**src/rtl/instruction_dumper_pkg.sv**
```systemverilog
// Shared types and constants for the instruction memory readback path.
package instruction_dumper_pkg;

  localparam int unsigned WORD_W     = 32;
  localparam int unsigned BYTE_W     = 8;
  localparam int unsigned WORD_BYTES = WORD_W / BYTE_W;
  localparam int unsigned BYTE_IDX_W = 2;

  localparam logic [WORD_W-1:0] TERMINATOR_WORD = 32'hFFFF_FFFF;

  typedef enum logic [2:0] {
    S_IDLE  = 3'd0,
    S_FETCH = 3'd1,
    S_LATCH = 3'd2,
    S_SEND  = 3'd3,
    S_TERM  = 3'd4,
    S_DONE  = 3'd5
  } dump_state_e;

endpackage

```
**src/rtl/instruction_dumper_word_byte_serializer.sv**
```systemverilog
// Splits a 32-bit word into bytes, MSB first; load has priority over push.
module instruction_dumper_word_byte_serializer
  import instruction_dumper_pkg::*;
(
  input  logic              clk,
  input  logic              reset,
  input  logic              load,
  input  logic [WORD_W-1:0] load_data,
  input  logic              push,
  output logic [BYTE_W-1:0] byte_out,
  output logic              last_byte_c
);

  logic [WORD_W-1:0]     shift_q;
  logic [BYTE_IDX_W-1:0] byte_idx_q;

  always_ff @(posedge clk) begin
    if (reset) begin
      shift_q    <= '0;
      byte_idx_q <= '0;
    end else if (load) begin
      shift_q    <= load_data;
      byte_idx_q <= '0;
    end else if (push) begin
      shift_q    <= {shift_q[WORD_W-BYTE_W-1:0], BYTE_W'(0)};
      byte_idx_q <= byte_idx_q + BYTE_IDX_W'(1);
    end
  end

  assign byte_out    = shift_q[WORD_W-1 -: BYTE_W];
  assign last_byte_c = (byte_idx_q == BYTE_IDX_W'(WORD_BYTES - 1));

endmodule

```
**src/rtl/instruction_dumper.sv**
```systemverilog
// Reads a range of instruction memory and streams each word MSB-first into the UART tx FIFO.
module instruction_dumper
  import instruction_dumper_pkg::*;
#(
  parameter int unsigned ADDR_WIDTH      = 16,
  parameter bit          SEND_TERMINATOR = 1'b1
) (
  input  logic                  clk,
  input  logic                  reset,
  input  logic                  start,
  input  logic [ADDR_WIDTH-1:0] start_address,
  input  logic [ADDR_WIDTH:0]   word_count,
  output logic                  busy,
  output logic                  done,
  output logic [ADDR_WIDTH-1:0] read_address,
  input  logic [WORD_W-1:0]     read_data,
  input  logic                  tx_full,
  output logic                  tx_send_enable,
  output logic [BYTE_W-1:0]     tx_send_data
);

  localparam int unsigned CNT_W = ADDR_WIDTH + 1;

  dump_state_e       state_q, state_d;
  logic [CNT_W-1:0]  remaining_q;
  logic              push_c;
  logic              word_end_c;
  logic              last_word_c;
  logic              ser_load_c;
  logic [WORD_W-1:0] ser_data_c;
  logic              last_byte_c;

  assign last_word_c = (remaining_q == CNT_W'(1));

  // State register; busy/done registered from the next state so they line up with it.
  always_ff @(posedge clk) begin
    if (reset) begin
      state_q <= S_IDLE;
      busy    <= 1'b0;
      done    <= 1'b0;
    end else begin
      state_q <= state_d;
      busy    <= (state_d != S_IDLE) && (state_d != S_DONE);
      done    <= (state_d == S_DONE);
    end
  end

  always_comb begin
    state_d = state_q;
    unique case (state_q)
      S_IDLE: begin
        if (start) begin
          if (word_count == '0) state_d = SEND_TERMINATOR ? S_TERM : S_DONE;
          else                  state_d = S_FETCH;
        end
      end
      S_FETCH: state_d = S_LATCH;
      S_LATCH: state_d = S_SEND;
      S_SEND: begin
        if (word_end_c) begin
          if (last_word_c) state_d = SEND_TERMINATOR ? S_TERM : S_DONE;
          else             state_d = S_FETCH;
        end
      end
      S_TERM: begin
        if (push_c && last_byte_c) state_d = S_DONE;
      end
      S_DONE:  state_d = S_IDLE;
      default: state_d = S_IDLE;
    endcase
  end

  // Push strobe and serializer loads; the terminator load also covers the zero-word case.
  always_comb begin
    tx_send_enable = 1'b0;
    push_c         = 1'b0;
    word_end_c     = 1'b0;
    ser_load_c     = 1'b0;
    ser_data_c     = read_data;
    unique case (state_q)
      S_IDLE: begin
        if (start && (word_count == '0) && SEND_TERMINATOR) begin
          ser_load_c = 1'b1;
          ser_data_c = TERMINATOR_WORD;
        end
      end
      S_LATCH: ser_load_c = 1'b1;
      S_SEND: begin
        tx_send_enable = !tx_full;
        push_c         = !tx_full;
        word_end_c     = push_c && last_byte_c;
        if (word_end_c && last_word_c && SEND_TERMINATOR) begin
          ser_load_c = 1'b1;
          ser_data_c = TERMINATOR_WORD;
        end
      end
      S_TERM: begin
        tx_send_enable = !tx_full;
        push_c         = !tx_full;
      end
      default: ;
    endcase
  end

  // Address and remaining-word counters; read_address wraps naturally.
  always_ff @(posedge clk) begin
    if (reset) begin
      read_address <= '0;
      remaining_q  <= '0;
    end else if ((state_q == S_IDLE) && start) begin
      read_address <= start_address;
      remaining_q  <= word_count;
    end else if (word_end_c) begin
      read_address <= read_address + ADDR_WIDTH'(1);
      remaining_q  <= remaining_q - CNT_W'(1);
    end
  end

  instruction_dumper_word_byte_serializer u_serializer (
    .clk         (clk),
    .reset       (reset),
    .load        (ser_load_c),
    .load_data   (ser_data_c),
    .push        (push_c),
    .byte_out    (tx_send_data),
    .last_byte_c (last_byte_c)
  );

endmodule

```
**config.mk**
```make
export PLATFORM = sky130hd
export DESIGN_NAME = instruction_dumper
export DESIGN_NICKNAME = d
export VERILOG_FILES = /design/src/rtl/instruction_dumper_pkg.sv /design/src/rtl/instruction_dumper_word_byte_serializer.sv /design/src/rtl/instruction_dumper.sv
export SDC_FILE = /design/constraint.sdc
export NUM_CORES = 1
export LEC_CHECK = 0
export CAP_MARGIN = 20
export CORE_ASPECT_RATIO = 1.2
export CORE_MARGIN = 8
export CORE_UTILIZATION = 50
export CTS_CLUSTER_DIAMETER = 200
export CTS_CLUSTER_SIZE = 12
export DETAILED_ROUTE_END_ITERATION = 8
export GPL_ROUTABILITY_DRIVEN = 0
export PLACE_DENSITY = 0.8
export SYNTH_ARGS = -nofsm -noshare
export SYNTH_HDL_FRONTEND = slang
export SYNTH_SLANG_ARGS = --single-unit
```
**constraint.sdc**
```tcl
create_clock -name clk -period 2.2 [get_ports clk]
set_input_delay 0.44 -clock clk [delete_from_list [all_inputs] [get_ports clk]]
set_output_delay 0.44 -clock clk [all_outputs]
set_load 0.005 [all_outputs]
```
# ---- After elaboration in Yosys (flattened, before gate mapping)
# Cells that the tools add are included.
dict set report totals {
  output_inout_bits 27
  wordCells 52
  reg_bits 72
  inputBits 69
}
dict set report classes {
  muxes 20
  n_eq_ne 8
  n_reduce_logical 14
  addsub 3
}
# op n
set op_table {}
lappend op_table {{two-way mux 32 bit} 4}
lappend op_table {{one-hot mux 32 bit (2 select lines)} 1}
lappend op_table {{two-way mux 17 bit} 2}
lappend op_table {{two-way mux 16 bit} 2}
lappend op_table {{equality test 17 x 1 -> 1 bit, second input constant} 1}
lappend op_table {{logical NOT 17 bit} 1}
lappend op_table {{subtractor 17 x 1 -> 17 bit, second input constant} 1}
lappend op_table {{adder 16 x 1 -> 16 bit, second input constant} 1}
lappend op_table {{two-way mux 3 bit} 5}
lappend op_table {{one-hot mux 3 bit (5 select lines)} 1}
lappend op_table {{equality test 3 x 2 -> 1 bit, second input constant} 2}
lappend op_table {{equality test 3 bit, second input constant} 2}
lappend op_table {{logical AND 1 bit} 6}
lappend op_table {{two-way mux 1 bit} 4}
lappend op_table {{nonzero test 2 bit} 2}
lappend op_table {{OR reduction 2 bit} 2}
lappend op_table {{equality test 3 x 1 -> 1 bit, second input constant} 1}
lappend op_table {{logical NOT 3 bit} 1}
lappend op_table {{!= test 3 bit, second input constant} 1}
lappend op_table {{one-hot mux 1 bit (3 select lines)} 1}
lappend op_table {{nonzero test 3 bit} 1}
lappend op_table {{adder 2 x 1 -> 2 bit, second input constant} 1}
lappend op_table {{equality test 2 bit, second input constant} 1}
lappend op_table {{logical NOT 1 bit} 1}

# ---- Logic depth before layout (Yosys ltp)
dict set report logic_depth {
  ltp_word 8
  depth_mapped 8
  ltp_nobuf 7
}

# ---- Cells and area by module
# A second synthesis with hierarchy kept.
dict set report hier_totals {
  hier_cells 478
  area_unflattened_um2 3940.0
}
# module area_each_um2 cells_each seq_area_each_um2 n_inst
set by_module_without_submodules {}
lappend by_module_without_submodules {instruction_dumper 2366.0 320 760.7 1}
lappend by_module_without_submodules {instruction_dumper_word_byte_serializer 1574.0 158 680.7 1}

# ---- Worst setup path after synthesis
# OpenSTA, ideal clock, no wires.
dict set report synth_path {
  path_kind {input -> register}
  startpoint {input word_count[4]}
  endpoint {register u_serializer.shift_q[15]}
  cell_stages 7
  t_arrival_ns 1.847
  n_path_buf 2
  setup_ns 0.143
  t_required_ns 2.057
  path_slack_ns 0.210
  path_cell_list {nor4_1 -> nand2_1 -> o41ai_4 -> or3_1 -> buf_6 -> buf_8 -> o32ai_2}
}
dict set report synth_between {
  elab_chain_len 5
  elab_cells_between_ends 8
  classes_between {mux: 5; reduce/logical: 3}
}
# element line
set synth_lines {}
lappend synth_lines {{start: declaration} instruction_dumper.sv:12} ;# input logic [ADDR_WIDTH:0] word_count,
lappend synth_lines {{logical NOT 17 bit *} instruction_dumper.sv:82} ;# if (start && (word_count == '0) && SEND_TERMINATOR) begin
lappend synth_lines {{logical AND 1 bit *} instruction_dumper.sv:82}
lappend synth_lines {{two-way mux 1 bit / two-way mux 32 bit (equally long branches)} instruction_dumper.sv:82}
lappend synth_lines {{one-hot mux 1 bit (3 select lines) / one-hot mux 32 bit (2 select lines) (equally long branches)} instruction_dumper.sv:80} ;# unique case (state_q)
lappend synth_lines {{two-way mux 32 bit / nonzero test 2 bit (equally long branches)} --}
lappend synth_lines {{end signal: assignment} instruction_dumper_word_byte_serializer.sv:22} ;# shift_q <= load_data;
lappend synth_lines {{end signal: assignment} instruction_dumper_word_byte_serializer.sv:25} ;# shift_q <= {shift_q[WORD_W-BYTE_W-1:0], BYTE_W'(0)};
lappend synth_lines {{end: declaration} instruction_dumper_word_byte_serializer.sv:14} ;# logic [WORD_W-1:0] shift_q;
# Mark *: on every way between the ends. The rest lies on a longest branch, timed or not.
# A chain may end at the register's enable or synchronous reset.

# ---- Worst setup path in the final report
dict set report layout_path {
  startpoint {input start}
  endpoint {register u_serializer.shift_q[27]}
}
dict set report layout_between {
  elab_chain_len 4
  elab_cells_between_ends 7
  classes_between {mux: 5; reduce/logical: 2}
}
# element line
set layout_lines {}
lappend layout_lines {{start: declaration} instruction_dumper.sv:10} ;# input logic start,
lappend layout_lines {{logical AND 1 bit *} instruction_dumper.sv:82}
lappend layout_lines {{two-way mux 1 bit / two-way mux 32 bit (equally long branches)} instruction_dumper.sv:82}
lappend layout_lines {{one-hot mux 1 bit (3 select lines) / one-hot mux 32 bit (2 select lines) (equally long branches)} instruction_dumper.sv:80}
lappend layout_lines {{two-way mux 32 bit / nonzero test 2 bit (equally long branches)} --}
# Marked as above.

==> metrics list <==
- The run finished with clean final reports.
- Leak Pwr: roughly 0.002 µW
* Instance count of the mapped netlist: 478
* Clk pin slew, worst setup/hold paths: ~0.090 ns
- Y dimension of the die: approximately 110 µm
* Number of nets with antenna violations after detailed routing: 0
* Number of flops mapped to enable cells by yosys: 0
- Post-synthesis sequential element count: between 70 and 80
- TritonCTS built the clock tree.
- CTS sink cnt: 72
* Vias per inst: slightly below 6
* Top layer used by detailed routing: met4
* Required @ worst endpoint: 2.45 ns
- Growth of design area from synthesis to finish: 36.6%
- Synthesized netlist net count: about 550
- Buffer depth of the longest clock path: 2
* Cell breakdown of the critical path: clkdlybuf4s50_1 -> nor4b_1 -> nand3_1 -> o41ai_4 -> buf_12 -> a211oi_1 -> o32ai_1
- In this run the count of I/O pins placed on the die edge is between 90 and 100.
- In this run the biggest area consumer among cell types represents between 30% and 40% of the synthesized area.
- Pre-CTS setup slack: -0.303 ns
- Met1 Routed Length: roughly 4.7 mm
- Total die area: between 10000 and 15000 µm²
- In the synthesized netlist, the cells that appear most often are sky130_fd_sc_hd__dfxtp_1, sky130_fd_sc_hd__nor2_1, sky130_fd_sc_hd__nand2_1.
- Post-route standard cell area excluding fillers: 5510 µm²
- Starting DRC count in detailed routing: roughly 210
- After layout, the design draws a total of ~3500 µW.
* First-pass GRT wire length: 19.5 mm
* Nets: ~660
- Counting the fill cells in the layout gives 626.
- Setup repair after global routing left no endpoint under its margin.
- Once the floorplan was initialized, standard cells occupied between 50 and 60% of the core.
* Remaining design rule violation count: 0
* Area occupied by multi-input gates: roughly 2300 µm²
* Number of unique standard cell types used by synthesis: 63
* Aggregate global-route resource usage: between 20% and 30%
* Wire per inst: roughly 17 µm
- Clock latency on the worst-skew pair, taken at its later pin, is 0.35 ns.
* Final min period: 2.12 ns
* Final Worst Setup Slack: around 0.08 ns
- Of the cells placed in the final design, the portion with a size suffix greater than 1 is between 10% and 20%.
- The final count of hold timing violations is 0.
- Count leader, synth: sky130_fd_sc_hd__dfxtp_1
- The repair_antennas step left the layout with diodes totalling 0.
* Num CTS Buffers: 9
- The biggest area contributor in the post-synthesis netlist is sky130_fd_sc_hd__dfxtp_1.
- In this design, the stage delay of the slowest critical-path cell is 0.52 ns.
* Port bufs: 95
- Max-Slew Margin vs Limit: 56.0%
* Critical Path Start Type: input pin
* Buffer cell driving the clock tree root: sky130_fd_sc_hd__clkbuf_8
- In this run the worst path has a maximum fanout of 26.
* Setup tns final: 0 ns
* Finish-stage setup viols: 0
- The most used flip-flop cell after synthesis is sky130_fd_sc_hd__dfxtp_1.
- Share of synthesized area occupied by flip-flops and latches: about 36%
* Antenna violations before repair: 0
- Worst supply voltage drop on vdd: about 0.38 mV
* Storage element area: approximately 1400 µm²
* Row count: 36
- Timing would allow up to 0.471 GHz.
* Total gr overflow: 0
* Area inside the core boundary: 7970 µm²
* Cell Area, Placed: roughly 5200 µm²
- Horizontal die dimension: roughly 98 µm
- The routed design has approximately 12 mm of wire.
- Inst Count DP: approximately 670
- Entering global routing, the biggest net connects between 60 and 70 pins.
- Yosys warning total: 0
- Excluding fillers, the count of instances in the completed layout stands at a little under 700.
* Level count of the clock H-tree: 3
- In the synthesized netlist the async set-or-reset flop fraction comes to 0%.
- Power per Cell Area: 631 nW/µm²
- Count of final max-slew check failures: 0
- The synthesized netlist occupies a cell area of approximately 4000 µm².
* Critical Path AT: around 2.4 ns
- The routed design uses 680 µm of met3 wire.
- Average cell area after synthesis: approximately 8.4 µm²
- By area the synthesized netlist is led by sky130_fd_sc_hd__dfxtp_1, sky130_fd_sc_hd__o32ai_2, sky130_fd_sc_hd__nor2_1.
- Via count of the first global-routing pass: 4136
- Count of TritonRoute iterations in the first routing pass: 5
* Clock skew after layout: between 0.01 and 0.015 ns
- Among all stages on the critical path, the largest delay is contributed by sky130_fd_sc_hd__clkdlybuf4s50_1.
- The worst setup path is captured at a flop.
- Final worst-path cycle share: 96.4%
- The setup path with the least slack is of type in -> reg.
- For the pin with the worst max-slew slack, the measured transition is 0.655 ns.
- The path class of the tightest hold or removal check is reg -> reg.
* Detailed placement HPWL: about 8.5 mm
- In the detailed route, the total length drawn on met2 is ~6 mm.
- Detailed routing inserted a total of about 4000 vias.
- Number of maximum-capacitance violations: 0
[routing by layer]
layer / GRT usage [%] / vias to the layer above
met5: 0 / -
met4: 8.65 / 0
met3: 4.44 / 15
met2: 38.0 / 159
met1: 23.3 / 1887
li1: - / 1967
[state kept, by name, summed over array words and instances (netlist names)]
name and count:
u_serializer.shift_q 32, remaining_q 17, read_address 16, state_q 3, u_serializer.byte_idx_q 2, busy 1
done 1
[final timing paths]
path,from,endpoint,slack (ns),cells after the start
max reg2reg,remaining_q[3],remaining_q[14],0.19,6
max,start,u_serializer.shift_q[27],0.08,7
min,u_serializer.shift_q[29],u_serializer.shift_q[29],0.47,2
min reg2reg,u_serializer.shift_q[29],u_serializer.shift_q[29],0.47,2
[layout by cell type, fill, tap and decap left out, drive strengths merged, types with 3 or more instances in the layout]
master	count
a211oi	31
a21oi	8
a221oi	5
a222oi	5
a22oi	3
a311oi	3
a31oi	23
and2	5
and3	6
buf	44
clkbuf	9
clkdlybuf4s50	93
clkinv	3
dfxtp	72
ha	4
inv	33
nand2	49
nand2b	4
nand3	21
nand4	5
nor2	65
nor2b	4
nor3	8
nor4	10
nor4b	3
o21ai	8
o32ai	24
or2	4
or3	6
or4	3
xor2	3
[critical path, delay by kind of cell]
| family | cells | cell delay [ns] |
|---|---|---|
| buffers and inverters | 2 | 0.74 |
| AOI/OAI and AO/OA | 3 | 0.69 |
| and+or+nand+nor | 2 | 0.49 |
[where the power goes]
part	internal, µW	switching (µW)	total [µW]
sequential	1410	101	1510
combinational	425	379	804
clock	640	518	1160
total	2480	998	3470
[cell type report]
class / count / area share [%]
Multi-Input combinational cell: 332 / 41.2
Sequential cell: 72 / 26.3
Timing Repair Buffer: 138 / 24.2
Clock buffer: 9 / 2.25
Inverter: 32 / 2.18
Tap cell: 95 / 2.16
Clock inverter: 7 / 1.73
[what timing repair did]
item,in CTS,in global routing
endpoints found under the setup margin,1,25
pin swaps,0,1
hold buffers,0,0
gates resized for setup,3,11
buffers inserted,0,0
[metrics by stage]
stage / hold WS, ns / utilization [%]
after floorplan: 0.432 / -
after global placement: 0.443 / 65.6
after detailed placement: 0.455 / 65.6
after CTS: 0.468 / 68.5
after global routing: 0.480 / 69.1
final: 0.467 / 69.1
[kinds of logic after synthesis]
logic type,Yosys count,share of synthesized area (%)
buffers and inverters,74,9.28
AOI/OAI and AO/OA,124,26.8
and+or+nand+nor,199,25.8
DFF,72,35.8
xor gates and xnor gates,5,1.09
adders and majority gates,4,1.24
No activity file was read; power rests on OpenSTA's default activity.
